`src/rtl/circular_fifo_if.sv`:
```
`default_nettype none
// ============================================================================
//  Module      : circular_fifo_if
//  Description : Push/pop bus between a FIFO client (master) and the FIFO (slave).
//  Revision    : 1.0  initial release
// ============================================================================
interface circular_fifo_if #(
    parameter int WIDTH  = 8,
    parameter int CNTWID = 4
);
    logic              push;
    logic              pop;
    logic [WIDTH-1:0]  data_in;
    logic [WIDTH-1:0]  data_out;
    logic              push_acc;
    logic              pop_acc;
    logic              full;
    logic              empty;
    logic [CNTWID-1:0] count;

    modport master (
        output push, pop, data_in,
        input  data_out, push_acc, pop_acc, full, empty, count
    );

    modport slave (
        input  push, pop, data_in,
        output data_out, push_acc, pop_acc, full, empty, count
    );
endinterface
`default_nettype wire

```
`src/rtl/circular_fifo.sv`:
```
`default_nettype none
// ============================================================================
//  Module      : circular_fifo
//  Description : Synchronous circular-buffer FIFO with combinational head output
//                and accepted-transfer strobes.
//  Revision    : 1.0  initial release
// ============================================================================
module circular_fifo #(
    parameter int DEPTH  = 8,
    parameter int WIDTH  = 8,
    parameter int CNTWID = $clog2(DEPTH) + 1
) (
    input  logic               clk,
    input  logic               rst,
    circular_fifo_if.slave     bus
);
    localparam int                c_ptr_w    = $clog2(DEPTH);
    localparam logic [c_ptr_w-1:0] c_last_ptr = c_ptr_w'(DEPTH - 1);
    localparam logic [CNTWID-1:0]  c_full_cnt = CNTWID'(DEPTH);
    localparam logic [CNTWID-1:0]  c_depth    = CNTWID'(DEPTH);

    logic [WIDTH-1:0]   r_mem [DEPTH];
    logic [c_ptr_w-1:0] r_wr_ptr;
    logic [c_ptr_w-1:0] r_rd_ptr;
    logic [CNTWID-1:0]  r_count;

    logic               w_empty;
    logic               w_full;
    logic               w_push_acc;
    logic               w_pop_acc;
    logic [CNTWID-1:0]  w_ptr_dist;
    logic [CNTWID-1:0]  w_count_mod;

    assign w_empty    = (r_count == '0);
    assign w_full     = (r_count == c_full_cnt);
    // A full FIFO still takes a write when the same cycle frees a slot.
    assign w_pop_acc  = rst & bus.pop & ~w_empty;
    assign w_push_acc = rst & bus.push & (~w_full | w_pop_acc);

    always_ff @(posedge clk) begin
        if (!rst) begin
            r_wr_ptr <= '0;
            r_rd_ptr <= '0;
            r_count  <= '0;
        end else begin
            if (w_push_acc) begin
                r_wr_ptr <= (r_wr_ptr == c_last_ptr) ? '0 : r_wr_ptr + 1'b1;
            end
            if (w_pop_acc) begin
                r_rd_ptr <= (r_rd_ptr == c_last_ptr) ? '0 : r_rd_ptr + 1'b1;
            end
            case ({w_push_acc, w_pop_acc})
                2'b10:   r_count <= r_count + 1'b1;
                2'b01:   r_count <= r_count - 1'b1;
                default: r_count <= r_count;
            endcase
        end
    end

    // Storage is deliberately left out of reset.
    always_ff @(posedge clk) begin
        if (w_push_acc) begin
            r_mem[r_wr_ptr] <= bus.data_in;
        end
    end

    assign bus.data_out = r_mem[r_rd_ptr];
    assign bus.push_acc = w_push_acc;
    assign bus.pop_acc  = w_pop_acc;
    assign bus.full     = w_full;
    assign bus.empty    = w_empty;
    assign bus.count    = r_count;

    // Pointer distance modulo DEPTH must track the occupancy counter.
    assign w_ptr_dist  = (r_wr_ptr >= r_rd_ptr)
                       ? CNTWID'(r_wr_ptr) - CNTWID'(r_rd_ptr)
                       : CNTWID'(r_wr_ptr) + c_depth - CNTWID'(r_rd_ptr);
    assign w_count_mod = (r_count == c_depth) ? '0 : r_count;

    always_ff @(posedge clk) begin
        if (rst) begin
            assert (r_count <= c_full_cnt);
            assert (!(w_full && w_empty));
            assert (w_ptr_dist == w_count_mod);
        end
    end
endmodule
`default_nettype wire

```
`src/flat_wrapper.sv`:
```
// flat-port wrapper written by rule: the top's interface ports become plain ports
module circular_fifo_flat 
#(
    parameter int DEPTH  = 8,
    parameter int WIDTH  = 8,
    parameter int CNTWID = $clog2(DEPTH) + 1
)
  (clk, rst, bus_push, bus_pop, bus_data_in, bus_data_out, bus_push_acc, bus_pop_acc, bus_full, bus_empty, bus_count);
  circular_fifo_if #(.WIDTH(WIDTH), .CNTWID(CNTWID)) bus_i ();
  input  logic clk;
  input  logic rst;
  input wire logic [$bits(bus_i.push)-1:0] bus_push;
  input wire logic [$bits(bus_i.pop)-1:0] bus_pop;
  input wire logic [$bits(bus_i.data_in)-1:0] bus_data_in;
  output wire logic [$bits(bus_i.data_out)-1:0] bus_data_out;
  output wire logic [$bits(bus_i.push_acc)-1:0] bus_push_acc;
  output wire logic [$bits(bus_i.pop_acc)-1:0] bus_pop_acc;
  output wire logic [$bits(bus_i.full)-1:0] bus_full;
  output wire logic [$bits(bus_i.empty)-1:0] bus_empty;
  output wire logic [$bits(bus_i.count)-1:0] bus_count;
  assign bus_i.push = bus_push;
  assign bus_i.pop = bus_pop;
  assign bus_i.data_in = bus_data_in;
  assign bus_data_out = bus_i.data_out;
  assign bus_push_acc = bus_i.push_acc;
  assign bus_pop_acc = bus_i.pop_acc;
  assign bus_full = bus_i.full;
  assign bus_empty = bus_i.empty;
  assign bus_count = bus_i.count;
  circular_fifo #(.DEPTH(DEPTH), .WIDTH(WIDTH), .CNTWID(CNTWID)) u_core (.clk(clk), .rst(rst), .bus(bus_i));
endmodule
```
`config.mk`:
```
export PLATFORM = sky130hd
export DESIGN_NAME = circular_fifo_flat
export DESIGN_NICKNAME = d
export VERILOG_FILES = /design/src/rtl/circular_fifo_if.sv /design/src/rtl/circular_fifo.sv /design/src/flat_wrapper.sv
export SDC_FILE = /design/constraint.sdc
export NUM_CORES = 1
export LEC_CHECK = 0
export ABC_AREA = 1
export CAP_MARGIN = 20
export CELL_PAD_IN_SITES_DETAIL_PLACEMENT = 0
export CELL_PAD_IN_SITES_GLOBAL_PLACEMENT = 1
export CORE_ASPECT_RATIO = 1.4
export CORE_MARGIN = 4
export CORE_UTILIZATION = 46
export CTS_CLUSTER_DIAMETER = 120
export DETAILED_ROUTE_END_ITERATION = 8
export PLACE_DENSITY_LB_ADDON = 0.08
export SLEW_MARGIN = 20
export SYNTH_ARGS = -nofsm -noshare
export SYNTH_HDL_FRONTEND = slang
export SYNTH_SLANG_ARGS = --single-unit
```
`constraint.sdc`:
```
create_clock -name clk -period 2.74 [get_ports clk]
set_input_delay 0.822 -clock clk [delete_from_list [all_inputs] [get_ports clk]]
set_output_delay 0.822 -clock clk [all_outputs]
set_load 0.01 [all_outputs]
```
# Yosys cells after proc, flatten, opt, wreduce, memory -nomap -nowiden
# Memories as Yosys holds them, arrays and structs flattened. A register that Yosys moved wholly into a read port is not among the register bits.
# Index checks and enable logic that the tools add are counted.
# Widths: inputs -> output; s select.
# word_totals
out_inout_bits	16
n_memories	1
reg_bits	10
ramBits	64
input_bits	12
elab_cells	29
# op_classes
eq_ne	5
bitwise	7
add_sub_neg	4
mux	7
reduce_logical	2
# memory_table
memory	depth	word_bits	rd	rd_ports_with_merged_regs	wr	line	rtl
u_core.r_mem	8	8	1	1	1	circular_fifo.sv:22	logic [WIDTH-1:0] r_mem [DEPTH];
# op_table
operator	n
$mux 3	4
$pmux 4 s2	1
$add 3x1->3 const B	2
$eq 3x3->1 const B	2
$add 4x1->4 const B	1
$and 1x1->1	4
$eq 4x4->1 const B	1
$logic_not 4->1	1
$sub 4x1->4 const B	1
$eq 2x1->1 const B	1
$eq 2x2->1 const B	1
$mux 1	2
$not 1->1	2
$reduce_bool 2->1	1
$or 1x1->1	1

# Depth between registers and ports, before layout
# logic_depth
word_depth	7
ltp_mapped	14
ltp_nobuf	14

# Worst setup path before layout
# Ideal clock, no wire load.
# synth_path
path_kind	input to register
from	in rst
to	reg u_core.r_count[2], in the netlist u_core.bus.count[2]
t_arrival_ns	2.178
t_required_ns	2.627
setup_time_ns	0.113
n_path_buf	1
path_stages	12
setup_slack_ns	0.449
cell_sequence	buf_2 -> nand3_1 -> inv_2 -> ha_1 -> nand2_1 -> inv_2 -> nor2_2 -> ha_1 -> a21oi_1 -> xnor2_1 -> o21ai_1 -> inv_1
# synth_via
elab_chain_cells	6
elab_cells_between_ends	9
classes_between	eq/ne (2); mux (1); bitwise (5); reduce/logical (1)
# synth_rtl
element	line	rtl
start: declaration	flat_wrapper.sv:11	input logic rst;
$and 1x1->1 (*) (2 in series)	circular_fifo.sv:37	assign w_pop_acc = rst & bus.pop & ~w_empty;
net bus_pop_acc	flat_wrapper.sv:17	output wire logic [$bits(bus_i.pop_acc)-1:0] bus_pop_acc;
$or 1x1->1	circular_fifo.sv:38	assign w_push_acc = rst & bus.push & (~w_full | w_pop_acc);
$and 1x1->1	circular_fifo.sv:38	
$eq 2x1->1 or $eq 2x2->1 (tied branches)	circular_fifo.sv:52	case ({w_push_acc, w_pop_acc})
$pmux 4 s2 or $reduce_bool 2->1 (tied branches)	n/a	
end signal: assignment	circular_fifo.sv:53	2'b10: r_count <= r_count + 1'b1;
end signal: assignment	circular_fifo.sv:54	2'b01: r_count <= r_count - 1'b1;
end signal: assignment	circular_fifo.sv:55	default: r_count <= r_count;
end: declaration	circular_fifo.sv:25	logic [CNTWID-1:0] r_count;
# Mark *: on every way through the listed nets, which the timed path passes. The rest lies on a longest branch.
# A chain may end at the register's enable or synchronous reset.

# Worst setup path after layout
# layout_path
from	in bus_pop
to	out bus_push_acc
# layout_via
elab_chain_cells	4
# layout_rtl
element	line	rtl
start: declaration	flat_wrapper.sv:13	input wire logic [$bits(bus_i.pop)-1:0] bus_pop;
$and 1x1->1 (2 in series)	circular_fifo.sv:37	
$or 1x1->1	circular_fifo.sv:38	
$and 1x1->1	circular_fifo.sv:38	
end: declaration	flat_wrapper.sv:16	output wire logic [$bits(bus_i.push_acc)-1:0] bus_push_acc;
# No other way between the ends.

==> results.yml <==
yosys:
  syn_inst: 279
  netlist-cell-type-count: 23
  synth_net_count: 298
  syn-cell-area_mm2: 0.00322
  synth.ff_latch_count: 77
  netlist_top_cells_area: "edfxtp_1 (60%), dfxtp_1 (8.1%), nand2_1 (4.9%), nor2_1 (4.9%), o21ai_1 (4.7%)"
  synth-warning-count: 0
  syn_avg_cell_area_um2: 11.5
  post-synth-top-area-cell: "edfxtp_1"
  ys_seq_area_share_pct: 67.8
  synth_top_cell_area_share_pct: 59.7
setup_path:
  cp_slowest_cell: "clkdlybuf4s50_1"
  crit_path_max_fanout: 2
  crit_path_end: "bus_push_acc"
  path_cells: "clkdlybuf4s50_1 > inv_1 > nand4_1 > nand3_2 > inv_2 > dlygate4sd2_1"
  cp-startpoint: "bus_pop"
  worst_reg2reg_path_startpoint: "u_core.bus.count[0]"
  rr_worst_depth: 13
  crit_required_ps: 1920
  worst-setup-path-type: "in -> out"
  timing.critical_path.from_type: "input pin"
  cp-end-kind: "primary output"
  r2r_setup_slack_ps: 690
  reg2reg_to: "u_core.bus.count[2]"
  worst_path_largest_cell_delay_ps: 470
  worst-endpoint-arrival_ps: 1870
floorplanning:
  io_pins: 28
  die_h_um: 107
  placementRows: 35
  area_of_the_die_mm2: 0.00842
  core_area_mm2: 0.00670
  floorplan.die.width_um: 78.7
  start_util_pct: 48.0
power:
  power.static_leakage_nw: 1.56
  cellPowerDensity_mw_per_mm2: 693
  peakVddDrop_v: 0.000459
timing:
  slew_headroom_pct: 76.2
  timing_worst_slew_pin_value_ps: 356
  finalClockSkew_ps: 11.6
  unrepaired_setup_endpoints_after_global_routing: "no"
  setup_viol: 0
  finalCriticalPeriod_ps: 2690
  report.final.slew_viol_count: 0
  postLayoutSetupSlackWorst_ps: 47.1
  finalSetupTns_ps: 0
  maxClockFrequency_mhz: 371
  final_hold_violating_endpoints: 0
  final_min_period_over_clock_period_pct: 98.3
global_routing:
  grt_first_pass_wirelength_um: 10300
  grt_pass1_vias: 2112
  gr-usage-all-layers_pct: 16.6
  grt_max_degree: 33
  antenna_found_initial: 0
  grt_remaining_overflow: 0
min_path:
  timing.hold.worst.class: "reg -> reg"
placed_design:
  dpl-instance-area_mm2: 0.00369
  dp.final_hpwl_um: 4190
  pre_cts_worst_setup_slack_ps: -237
  gp_congestion: 0.803
  place.port_buffers: 27
routing:
  drt_iter0_drc: 120
  drt_pass1_iterations: 4
  postRouteWirelength_um: 6620
  wl_per_cell_um: 15.5
  vias: 2150
  route.detailed.drc: 0
  final_antenna_net_count: 0
  routed_via_density: 5.04
layout:
  post_route_cells_drive_above_1_share_pct: 14.9
  final_common_cell: "edfxtp_1"
  syn2layout_area_growth_pct: 23.2
  final_net_count: 349
  final_core_utilization_pct: 59.2
  fin_area_mm2: 0.00397
  layout.cells.most_common_list: "edfxtp_1 (64), nor2_1 (42), nand2_1 (42)"
  num_antenna_cells: 0
clock_network:
  clk_latency_ps: 340
  clk_path_buf_depth: 2
  tritoncts_clock_tree: "done"
  clkSlewWorstSetupHoldPaths_ps: 70
  clock_tree.htree_level_count: 3
  numClockSinks: 77
  clock-root-buffer: "clkbuf_8"
  cts_made_buffers: 9
run:
  maxCapViolations: 0
status:
  outcome: "finished, final reports clean"
where the power goes:
part / internal (W) / switching [W]
logic: 0.000274 / 0.000303
clock network: 0.000435 / 0.000387
registers: 0.00131 / 0.0000409
total: 0.00202 / 0.000731
synth_stat cells, drive strengths merged:
| cell type | instances |
|---|---|
| a21oi | 5 |
| buf | 10 |
| dfxtp | 13 |
| edfxtp | 64 |
| ha | 7 |
| inv | 20 |
| mux2i | 8 |
| nand2 | 44 |
| nand3 | 11 |
| nand4 | 1 |
| nor2 | 46 |
| nor3 | 1 |
| o21ai | 38 |
| o22ai | 8 |
| o31ai | 1 |
| xnor2 | 2 |
state kept, by name (all words and copies together), names as in the netlist, named ones only:
register          count
u_core.r_mem         64
u_core.r_wr_ptr       3
u_core.r_rd_ptr       3
u_core.bus.count      4
metal layers:
layer / share of wire [%] / track usage (%)
met5: 0 / 0
met2: 52 / 28.9
met1: 43 / 19.2
met4: 2.2 / 6.75
met3: 2.9 / 4.62
critical path: cells and delay by family:
family                 cells  cell delay [ps]
buffers and inverters      4              840
and+or+nand+nor            2              200
timing repair:
action,4_1_cts,5_1_grt
gates resized for setup,8,12
setup buffers,0,0
hold buffers,0,0
endpoints found under the setup margin,10,8
endpoints found under the hold margin,0,0
gates cloned,1,1
kinds of logic (layout without fill, tap and decap cells):
kind of cell             count (synthesis)  after routing  synth area share (%)
buffers and inverters                   30             86                  4.82
AO/OA/AOI/OAI                           52             52                  8.47
multiplexers                             8              8                  2.49
AND/OR/NAND/NOR                        103            103                  13.2
adder cells (fa/ha/maj)                  7              7                  2.72
XOR/XNOR                                 2              2                 0.544
flip-flops                              77             77                  67.8
worst min path at each step:
stage,start,end,slack (ps),cells after the start
3_5_place_dp,u_core.r_rd_ptr[1],register,490,2
4_1_cts,u_core.r_rd_ptr[0],register,490,1
6_report,u_core.r_rd_ptr[1],register,480,2
5_1_grt,u_core.r_rd_ptr[0],register,530,1
3_3_place_gp,u_core.r_rd_ptr[2],u_core.r_rd_ptr[2],480,2
2_1_floorplan,u_core.r_rd_ptr[1],register,460,2
per-stage QoR:
stage	power, W	hold slack (ps)	cells
4_1_cts	0.00275	494	426
3_5_place_dp	0.00193	489	409
6_report	0.00275	484	427
5_1_grt	0.00288	527	427
3_3_place_gp	0.00192	481	409
2_1_floorplan	0.00171	463	279
area by class of cell:
class / instances / area, µm²
fillers: 562 / 2730
repair buffers: 50 / 507
well taps: 92 / 115
flip-flops and latches: 77 / 2190
clock inverters: 2 / 15.0
multi-input cells: 172 / 882
inverters: 20 / 75.1
clock buffers: 14 / 184
Note: power is estimated with default switching activity, not from simulation.
